==> src/rtl/sim_ctrl.sv <==
// sim_ctrl: memory-mapped simulation-control slave.
// Software reports the end of a test (pass/fail, exit code, test number) over the bus.
// The block also provides a cycle watchdog, a console byte FIFO that the bench drains,
// and a programmable delayed pulse generator that drives the trap input.
// Optional feature macro: SIM_CTRL_CONSOLE_EN
//   defined   -> console FIFO, overflow flag and con_* handshake are built
//   undefined -> console writes are ignored, con_valid_o/con_data_o tie to 0,
//                and the FIFO count and overflow status bits read as 0
module sim_ctrl #(
    parameter int TIMEOUT_CYC = 30000,
    parameter int FIFO_DEPTH  = 8,
    parameter int CNT_W       = 32
) (
    input  logic        clk,
    input  logic        rst_n,
    input  logic        sel_i,
    input  logic        we_i,
    input  logic [4:0]  addr_i,
    input  logic [31:0] wdata_i,
    output logic [31:0] rdata_o,
    output logic        end_o,
    output logic        pass_o,
    output logic        timeout_o,
    output logic [7:0]  code_o,
    output logic [31:0] testnum_o,
    output logic        con_valid_o,
    output logic [7:0]  con_data_o,
    input  logic        con_ready_i,
    output logic        trap_o
);

    localparam int               AW      = (FIFO_DEPTH > 1) ? $clog2(FIFO_DEPTH) : 1;
    localparam int               CW      = AW + 1;
    localparam bit               WDOG_EN = (TIMEOUT_CYC != 0);
    localparam logic [CNT_W-1:0] CNT_MAX = '1;
    localparam logic [CNT_W-1:0] TO_LAST = CNT_W'(TIMEOUT_CYC - 1);

    typedef enum logic [1:0] {ST_RUN, ST_DONE, ST_TIMEOUT} state_e;
    typedef enum logic [1:0] {TRG_IDLE, TRG_WAIT, TRG_PULSE} trig_e;

    // ---------------- bus decode ----------------
    logic [2:0] reg_idx;
    logic       rd_en;
    logic       wr_status;
    logic       wr_testnum;
    logic       wr_console;
    logic       wr_trig;

    assign reg_idx    = addr_i[4:2];
    assign rd_en      = sel_i & ~we_i;
    assign wr_status  = sel_i & we_i & (reg_idx == 3'd0);
    assign wr_testnum = sel_i & we_i & (reg_idx == 3'd1);
    assign wr_console = sel_i & we_i & (reg_idx == 3'd2);
    assign wr_trig    = sel_i & we_i & (reg_idx == 3'd3);

    // ---------------- registers ----------------
    state_e            state_q, state_d;
    logic [CNT_W-1:0]  cnt_q, cnt_d;
    logic              pass_q, pass_d;
    logic [7:0]        code_q, code_d;
    logic [31:0]       testnum_q, testnum_d;
    logic [31:0]       rdata_q, rdata_d;
    trig_e             trig_q, trig_d;
    logic [23:0]       dly_q, dly_d;
    logic [7:0]        wid_q, wid_d;

    // console status seen by the read mux (zero when the console is not built)
    logic [7:0]        fifo_cnt_rd;
    logic              ovf_rd;
    logic              trig_busy;

    assign trig_busy = (trig_q != TRG_IDLE);

    // End-of-test FSM and elapsed-cycle counter; an end request beats a same-cycle timeout
    always_comb begin
        state_d   = state_q;
        cnt_d     = cnt_q;
        pass_d    = pass_q;
        code_d    = code_q;
        testnum_d = testnum_q;
        if (wr_testnum) begin
            testnum_d = wdata_i;
        end
        if (state_q == ST_RUN) begin
            if (cnt_q != CNT_MAX) begin
                cnt_d = cnt_q + CNT_W'(1);
            end
            if (wr_status && wdata_i[0]) begin
                state_d = ST_DONE;
                pass_d  = wdata_i[1];
                code_d  = wdata_i[15:8];
            end else if (WDOG_EN && (cnt_q == TO_LAST)) begin
                state_d = ST_TIMEOUT;
                pass_d  = 1'b0;
                code_d  = 8'hFF;
            end
        end
    end

    // Read mux: data captured on the edge that samples the read strobe, held otherwise
    always_comb begin
        rdata_d = rdata_q;
        if (rd_en) begin
            case (reg_idx)
                3'd0:    rdata_d = {8'd0, fifo_cnt_rd, code_q, 4'd0, ovf_rd,
                                    (state_q == ST_TIMEOUT), pass_q, (state_q != ST_RUN)};
                3'd1:    rdata_d = testnum_q;
                3'd3:    rdata_d = {31'd0, trig_busy};
                3'd4:    rdata_d = 32'(cnt_q);
                default: rdata_d = 32'd0;
            endcase
        end
    end

    // Trap pulse generator: count down the delay, then hold the pulse for width cycles
    always_comb begin
        trig_d = trig_q;
        dly_d  = dly_q;
        wid_d  = wid_q;
        if (wr_trig) begin
            dly_d  = wdata_i[23:0];
            wid_d  = wdata_i[31:24];
            trig_d = (wdata_i[31:24] != 8'd0) ? TRG_WAIT : TRG_IDLE;
        end else begin
            case (trig_q)
                TRG_WAIT: begin
                    if (dly_q == 24'd0) begin
                        trig_d = TRG_PULSE;
                    end else begin
                        dly_d = dly_q - 24'd1;
                    end
                end
                TRG_PULSE: begin
                    if (wid_q == 8'd1) begin
                        trig_d = TRG_IDLE;
                    end else begin
                        wid_d = wid_q - 8'd1;
                    end
                end
                default: ;
            endcase
        end
    end

    // State registers for control, bus read data and trap generator
    always_ff @(posedge clk or negedge rst_n) begin
        if (!rst_n) begin
            state_q   <= ST_RUN;
            cnt_q     <= '0;
            pass_q    <= 1'b0;
            code_q    <= 8'd0;
            testnum_q <= 32'd0;
            rdata_q   <= 32'd0;
            trig_q    <= TRG_IDLE;
            dly_q     <= 24'd0;
            wid_q     <= 8'd0;
        end else begin
            state_q   <= state_d;
            cnt_q     <= cnt_d;
            pass_q    <= pass_d;
            code_q    <= code_d;
            testnum_q <= testnum_d;
            rdata_q   <= rdata_d;
            trig_q    <= trig_d;
            dly_q     <= dly_d;
            wid_q     <= wid_d;
        end
    end

    assign rdata_o   = rdata_q;
    assign end_o     = (state_q != ST_RUN);
    assign pass_o    = pass_q;
    assign timeout_o = (state_q == ST_TIMEOUT);
    assign code_o    = code_q;
    assign testnum_o = testnum_q;
    assign trap_o    = (trig_q == TRG_PULSE);

`ifdef SIM_CTRL_CONSOLE_EN
    // ---------------- console FIFO ----------------
    logic [7:0]    fifo_mem [FIFO_DEPTH];
    logic [AW-1:0] rd_ptr_q, rd_ptr_d;
    logic [AW-1:0] wr_ptr_q, wr_ptr_d;
    logic [CW-1:0] fifo_cnt_q, fifo_cnt_d;
    logic          ovf_q, ovf_d;
    logic          fifo_empty;
    logic          fifo_full;
    logic          do_pop;
    logic          do_push;
    logic          unused_bits;

    assign fifo_empty = (fifo_cnt_q == CW'(0));
    assign fifo_full  = (fifo_cnt_q == CW'(FIFO_DEPTH));
    assign do_pop     = ~fifo_empty & con_ready_i;
    // a pop in the same cycle frees the slot, so a push into a full FIFO is still taken
    assign do_push    = wr_console & (~fifo_full | do_pop);
    assign unused_bits = ^addr_i[1:0];

    // Pointer, occupancy and sticky overflow update
    always_comb begin
        rd_ptr_d   = rd_ptr_q;
        wr_ptr_d   = wr_ptr_q;
        fifo_cnt_d = fifo_cnt_q;
        ovf_d      = ovf_q;
        if (do_pop) begin
            rd_ptr_d = rd_ptr_q + AW'(1);
        end
        if (do_push) begin
            wr_ptr_d = wr_ptr_q + AW'(1);
        end
        if (do_push && !do_pop) begin
            fifo_cnt_d = fifo_cnt_q + CW'(1);
        end else if (do_pop && !do_push) begin
            fifo_cnt_d = fifo_cnt_q - CW'(1);
        end
        if (wr_status && wdata_i[3]) begin
            ovf_d = 1'b0;
        end else if (wr_console && !do_push) begin
            ovf_d = 1'b1;
        end
    end

    // FIFO control registers
    always_ff @(posedge clk or negedge rst_n) begin
        if (!rst_n) begin
            rd_ptr_q   <= '0;
            wr_ptr_q   <= '0;
            fifo_cnt_q <= '0;
            ovf_q      <= 1'b0;
        end else begin
            rd_ptr_q   <= rd_ptr_d;
            wr_ptr_q   <= wr_ptr_d;
            fifo_cnt_q <= fifo_cnt_d;
            ovf_q      <= ovf_d;
        end
    end

    // FIFO storage; contents need no reset because occupancy gates every use
    always_ff @(posedge clk) begin
        if (do_push) begin
            fifo_mem[wr_ptr_q] <= wdata_i[7:0];
        end
    end

    assign con_valid_o = ~fifo_empty;
    assign con_data_o  = fifo_empty ? 8'd0 : fifo_mem[rd_ptr_q];
    assign fifo_cnt_rd = 8'(fifo_cnt_q);
    assign ovf_rd      = ovf_q;
`else
    logic unused_bits;

    assign unused_bits = ^{addr_i[1:0], con_ready_i, wr_console};
    assign con_valid_o = 1'b0;
    assign con_data_o  = 8'd0;
    assign fifo_cnt_rd = 8'd0;
    assign ovf_rd      = 1'b0;
`endif

endmodule

==> config.mk <==
export PLATFORM = sky130hd
export DESIGN_NAME = sim_ctrl
export DESIGN_NICKNAME = d
export VERILOG_FILES = /design/src/rtl/sim_ctrl.sv
export SDC_FILE = /design/constraint.sdc
export NUM_CORES = 1
export LEC_CHECK = 0
export BUFFER_PORTS_ARGS = -buffer_cell sky130_fd_sc_hd__buf_2
export CORE_ASPECT_RATIO = 0.9
export CORE_MARGIN = 2
export CORE_UTILIZATION = 56
export CTS_CLUSTER_SIZE = 40
export DETAILED_ROUTE_END_ITERATION = 10
export HOLD_SLACK_MARGIN = 0.08
export PLACE_DENSITY_LB_ADDON = 0.05
export SYNTH_ARGS = -nofsm -noshare
export SYNTH_HDL_FRONTEND = slang
export SYNTH_SLANG_ARGS = --single-unit
export TNS_END_PERCENT = 20
==> constraint.sdc <==
create_clock -name clk -period 2.1 [get_ports clk]
set_input_delay 0.21 -clock clk [delete_from_list [all_inputs] [get_ports clk]]
set_output_delay 0.21 -clock clk [all_outputs]
set_load 0.01 [all_outputs]
==> flow_summary.yaml, run 1 <==
synth:
  synth_top_cell_by_area: "dfrtp_1"
  synth_edf_count: 0
  avgSynthCellArea_sq_um: 10.4
  synth_top_cell_area_share_pct: 52.0
  synth_top_cells_by_area: "dfrtp_1 (52%), xnor2_1 (6.5%), mux2_2 (5.1%), nand2_1 (4.4%), o21ai_0 (3.0%)"
  synth_flop_cell: "dfrtp_1"
  synth_cells: 649
  synth.most_common_cell: "dfrtp_1"
  synth_seq_area_share_pct: 52.0
  yosys_warnings: 0
  synthArstFlopShare_pct: 100
  synth-seq-cells: 141
  synth_cell_types: 51
  synthTopCellsByCount: "dfrtp_1 (141), nand2_1 (79), xnor2_1 (50)"
  netlist_area_sq_um: 6780
worst_setup_path:
  crit_path_start_kind: "register"
  worst_ep_required_time_ns: 2.40
  cp.arrival_ns: 2.28
  crit_path_max_fanout: 4
  worstSetupPathType: "register to register"
  worst_setup_path_end_kind: "register"
power_and_ir_drop:
  pwr-share-seq_pct: 43.6
  p_leak_uw: 0.00396
  power.density_nw_per_um2: 935
  power_frac_clock_pct: 37.9
  fin_total_pwr_uw: 8270
  internal-power_uw: 5860
  p_comb_share_pct: 18.6
  ir_worst_vdd_v: 0.000622
  power_switching_share_pct: 29.1
  p_sw_uw: 2410
timing:
  timing.fmax_mhz: 505
  worst_pin_slew_ns: 0.628
  finClkSkew_ns: 0.00694
  fin_crit_ns: 1.98
  slew_violations: 0
  rsz0062_at_grt: "true"
  hold_viol: 0
  period_share_pct: 94.3
  max_slew_margin_pct: 57.8
  finalSetupViolCount: 0
  timing.hold.ws_ns: 0.0988
floorplanning:
  dieArea_sq_um: 13000
  core_sq_um: 11900
  die_w_microns: 120
  die-height_microns: 108
  std_cell_rows: 38
  ios: 127
  start_util_pct: 56.8
detailed_routing:
  routedWlPerCell_microns: 18.7
  first_pass_iters: 5
  vias: 5766
  viasPerCell: 5.76
  final_antenna_net_count: 0
  first_iter_violations: 487
  routed_wl_mm: 18.7
  drc: 0
layout:
  post_route_cells_drive_above_1_share_pct: 30.3
  diodes: 0
  finalNonFillerCells: 1001
  finalNetCount: 875
  syn2layout_area_growth_pct: 30.3
  num-fill-cells: 887
hold_path:
  holdCritPathClass: "primary input to register"
cts:
  cts_root_buffer: "clkbuf_16"
  clk_path_buf_depth: 2
  clk_latency_ns: 0.42
  postCtsSetupRepairBufs: 0
  h-tree-depth: 4
  cts_tree: "built"
  cts_buffers: 17
  clkTransAtPathRegs_ns: 0.06
  cts.sinks: 141
place:
  dp_cells: 937
  place.gp.congestion: 0.890
  dp_hpwl_mm: 13.3
  io_buffers: 114
global_route:
  gr-usage-all-layers_pct: 30.4
  grt_max_degree: 53
  grt_pass1_vias: 5663
  grt_pass1_wl_mm: 30.0
  overflow: 0
  antenna_found_initial: 0
job:
  maxCapViolations: 0
outcome:
  outcome: "completed"
[critical path: stages (launching register included)]
cell and delay, ns:
dfrtp_1 0.37, inv_1 0.09, ha_1 0.17, nor4b_2 0.16
nand4_1 0.16, or3b_4 0.43, nor4_1 0.25, xnor2_1 0.15
o21ai_0 0.08
[area by class of cell]
cell class                      count  area [sq um]  share of cell area (%)
Clock buffer                       21           480                    5.44
Timing Repair Buffer              193          1320                    14.9
Inverter                           11          41.3                   0.467
Multi-Input combinational cell    464          3130                    35.4
Sequential cell                   141          3530                    39.9
Tap cell                          160           200                    2.27
Clock inverter                     11           139                    1.57
[through the flow]
step / setup TNS (ns) / instance area (sq um) / util (%) / setup slack, ns
global route: -0.223 / 8840 / 74.1 / -0.0423
floorplan: 0 / 6810 / - / 0.218
global placement: 0 / 7810 / 65.5 / 0.113
detailed placement: 0 / 7810 / 65.5 / 0.0591
finish: 0 / 8840 / 74.1 / 0.119
CTS: 0 / 8760 / 73.4 / 0.0500
[cell families (layout without fill, tap and decap cells)]
family	count (synthesis)	after routing	share of synthesized area, %
DFF	141	141	52.0
AOI/OAI and AO/OA	121	121	11.7
other	1	9	0.0553
buffers and inverters	52	236	3.54
and+or+nand+nor	229	229	17.5
adders and majority gates	5	5	0.923
xor gates and xnor gates	58	58	7.49
muxes	42	42	6.79
[layer usage]
layer	part of all wire (%)	GRT usage, %
met5	0	0
met4	2.1	10.4
met3	6.8	8.12
met2	48	48.1
met1	43	40.9
[state kept, by name, summed over array words and instances (netlist names), 2 cells and up]
name and cells:
testnum_o 32, trig_q 2, code_o 8, state_q 2
wid_q 8, cnt_q 32, rdata_o 32, dly_q 24
[power by group through the flow]
stage               sequential (uW)  combinational, uW  clock, uW
finish                         3600               1530       3130
global route                   3650               1710       3280
detailed placement             3610               1450          0
CTS                            3570               1510       3150
floorplan                      3570                818          0
global placement               3580               1390          0
[path summary, 6_finish.rpt]
check | from | to | slack (ns) | cells past startpoint
max | dly_q[1]$_DFFE_PN0P_ | dly_q[22]$_DFFE_PN0P_ | 0.12 | 8
min | wdata_i[30] | wid_q[6]$_DFFE_PN0P_ | 0.1 | 3
max reg2reg | dly_q[1]$_DFFE_PN0P_ | dly_q[22]$_DFFE_PN0P_ | 0.12 | 8
min reg2reg | rdata_o[0]$_DFFE_PN0P_ | rdata_o[0]$_DFFE_PN0P_ | 0.47 | 2
max in group asynchronous | rst_n | rdata_o[3]$_DFFE_PN0P_ | 1.05 | 3
min in group asynchronous | rst_n | rdata_o[13]$_DFFE_PN0P_ | 0.29 | 2
[layout by cell type (no fill, tap or decap), types with 7 or more instances in the layout]
cell           synthesis  layout
buf_4                 10      41
clkbuf_16              0      17
dlygate4sd3_1          0      32
or3_1                 10       8
xnor2_1               50      50
inv_1                 11      10
o21ai_0               40      40
xor2_1                 8       8
dfrtp_1              141     140
a22o_1                10      10
o21ai_1               15      14
a22oi_1               21      21
nand4_1               14      14
nor3_1                20      15
conb_1                 1       9
nor2_1                33      32
mux2i_1               10      10
nand3_1               19      19
a21oi_1                7       7
nand2_1               79      78
o22a_1                 8       8
nor4_1                14      12
mux2_2                31      31
and3_1                 8       7
buf_2                  6     113
o22ai_1                7       7
[repair_timing]
item / 4_1_cts / 5_1_grt
gates cloned: 0 / 0
setup endpoints to repair: 1 / 41
resized for setup: 1 / 19
pin swaps: 0 / 2
endpoints found under the hold margin: 110 / 0
hold buffers: 32 / 0
(Power assumes the default switching activity.)
==> run 2, diff against run 1 <==
Settings changed: SETUP_SLACK_MARGIN from default to 0.2.
==> flow_summary.yaml, run 2 (synthesis gave the netlist of run 1 again) <==
layout:
  final_common_cell: "dfrtp_1"
  syn2layout_area_growth_pct: 35.5
  layout_common_cells: "dfrtp_1 (132), buf_2 (113), nand2_1 (78), buf_4 (61), xnor2_1 (50)"
  post_route_cells_drive_above_1_share_pct: 35.2
  final_area_sq_um: 9190
  diodes: 0
  finalNetCount: 897
worst_setup_path:
  cpPeakStageDelay_ns: 0.45
  worst_setup_path_end_kind: "register"
  crit_path_start_kind: "register"
  worstPathCellList: "nor3_1 > nand4_1 > o21ai_2 > buf_6 > nor3_4 > a31oi_1 > o21ai_1"
  cp.depth: 7
  worst_ep_required_time_ns: 2.38
  cp.arrival_ns: 2.32
  critPathTopFamily: "simple AND/OR/NAND/NOR gates"
  critical_path_buf_inv_count: 1
  worstSetupPathType: "register to register"
  cp_slowest_cell: "dfrtp_1"
  crit_path_max_fanout: 7
  rr_worst_depth: 7
detailed_routing:
  routedWlPerCell_microns: 19.1
  final_antenna_net_count: 0
  drc: 0
  first_iter_violations: 527
  routed_wl_mm: 19.5
  first_pass_iters: 5
  viasPerCell: 5.78
  vias: 5914
power_and_ir_drop:
  fin_total_pwr_uw: 8510
  power_frac_clock_pct: 36.7
  power.density_nw_per_um2: 926
  p_sw_uw: 2520
  p_comb_share_pct: 20.4
  power_switching_share_pct: 29.5
  pwr-share-seq_pct: 42.8
  p_leak_uw: 0.00410
  ir_worst_vdd_v: 0.000658
  internal-power_uw: 6000
cts:
  clkTransAtPathRegs_ns: 0.06
  cts_root_buffer: "clkbuf_16"
  clk_path_buf_depth: 2
  clk_latency_ns: 0.42
  cts_tree: "built"
  h-tree-depth: 4
  cts_buffers: 17
  cts.sinks: 141
place:
  io_buffers: 114
  dpl_cell_area_sq_um: 7810
  dp_hpwl_mm: 13.3
  place.gp.congestion: 0.890
timing:
  rsz0062_at_grt: "true"
  fin_crit_ns: 2.04
  hold_viol: 0
  max_slew_margin_pct: 59.2
  period_share_pct: 97.1
  finalSetupViolCount: 0
  slew_violations: 0
  finClkSkew_ns: 0.00511
  worst_pin_slew_ns: 0.613
  timing.fmax_mhz: 490
floorplanning:
  ios: 127
  start_util_pct: 56.8
  std_cell_rows: 38
  die_w_microns: 120
  dieArea_sq_um: 13000
  core_sq_um: 11900
  die-height_microns: 108
global_route:
  gr-usage-all-layers_pct: 30.8
  antenna_found_initial: 0
  gr-usage-met1_pct: 40.8
  overflow: 0
  grt-busiest-layer: "met2"
  grt_util_met3_pct: 8.65
  globalRouteMet2Util_pct: 48.7
  grt_pass1_wl_mm: 30.4
  grt_pass1_vias: 5738
  grt_max_degree: 53
hold_path:
  hold_depth: 3
  holdCritPathClass: "primary input to register"
job:
  maxCapViolations: 0
outcome:
  outcome: "completed"
run 2: cell count changes in the layout (fill, tap and decap cells not counted), sizes merged:
| cell | delta |
|---|---|
| buf | +21 |
| clkbuf | +1 |
run 2: per-stage QoR:
step                utilization (%)  instances  hold slack [ns]  setup TNS, ns  setup WS, ns
detailed placement             65.5        937            0.184              0        0.0591
global route                   77.0       1023            0.108        -0.0455       -0.0187
CTS                            74.2       1005           0.0813              0         0.130
finish                         77.0       1023            0.104              0        0.0612
floorplan                         -        657          -0.0856              0         0.218
global placement               65.5        937            0.180              0         0.113
run 2: final cells by class:
cell class	instances	area [sq um]
Tap cell	160	200
Multi-Input combinational cell	464	3290
Clock inverter	11	139
Clock buffer	21	480
Fill cell	813	2740
Timing Repair Buffer	215	1500
Inverter	11	41.3
Sequential cell	141	3540
run 2: tightest hold or removal path, cell delays in order:
cell and delay, ns:
buf_2 0.13, nor2_1 0.10, a21oi_1 0.04
run 2: routing by layer:
layer / vias up / wire [microns]
li1: 2703 / -
met1: 2968 / 8270
met2: 217 / 9610
met3: 26 / 1250
met4: 0 / 373
met5: - / 0
run 2: path summary, 6_finish.rpt:
path                                              from                       to  slack [ns]
min in group asynchronous                        rst_n  rdata_o[13]$_DFFE_PN0P_        0.29
worst max-delay path             dly_q[20]$_DFFE_PN0P_     dly_q[1]$_DFFE_PN0P_        0.06
max in group asynchronous                        rst_n    cnt_q[16]$_DFFE_PN0P_        1.03
worst min-delay path                       wdata_i[30]     wid_q[6]$_DFFE_PN0P_        0.10
worst max register to register   dly_q[20]$_DFFE_PN0P_     dly_q[1]$_DFFE_PN0P_        0.06
worst min register to register  rdata_o[0]$_DFFE_PN0P_   rdata_o[0]$_DFFE_PN0P_        0.47
run 2: power groups by stage:
stage / registers [uW] / logic [uW] / clock network [uW]
6_report: 3650 / 1740 / 3130
5_1_grt: 3690 / 1910 / 3290
4_1_cts: 3580 / 1570 / 3150
3_5_place_dp: 3610 / 1450 / 0
3_3_place_gp: 3580 / 1390 / 0
2_1_floorplan: 3570 / 818 / 0
run 2: what timing repair did:
item,in CTS,in global routing
gates resized for setup,20,39
setup buffers,4,16
pin swaps,2,12
setup endpoints to repair,67,66
cloned,0,2
hold buffers,32,0
hold endpoints to repair,110,0
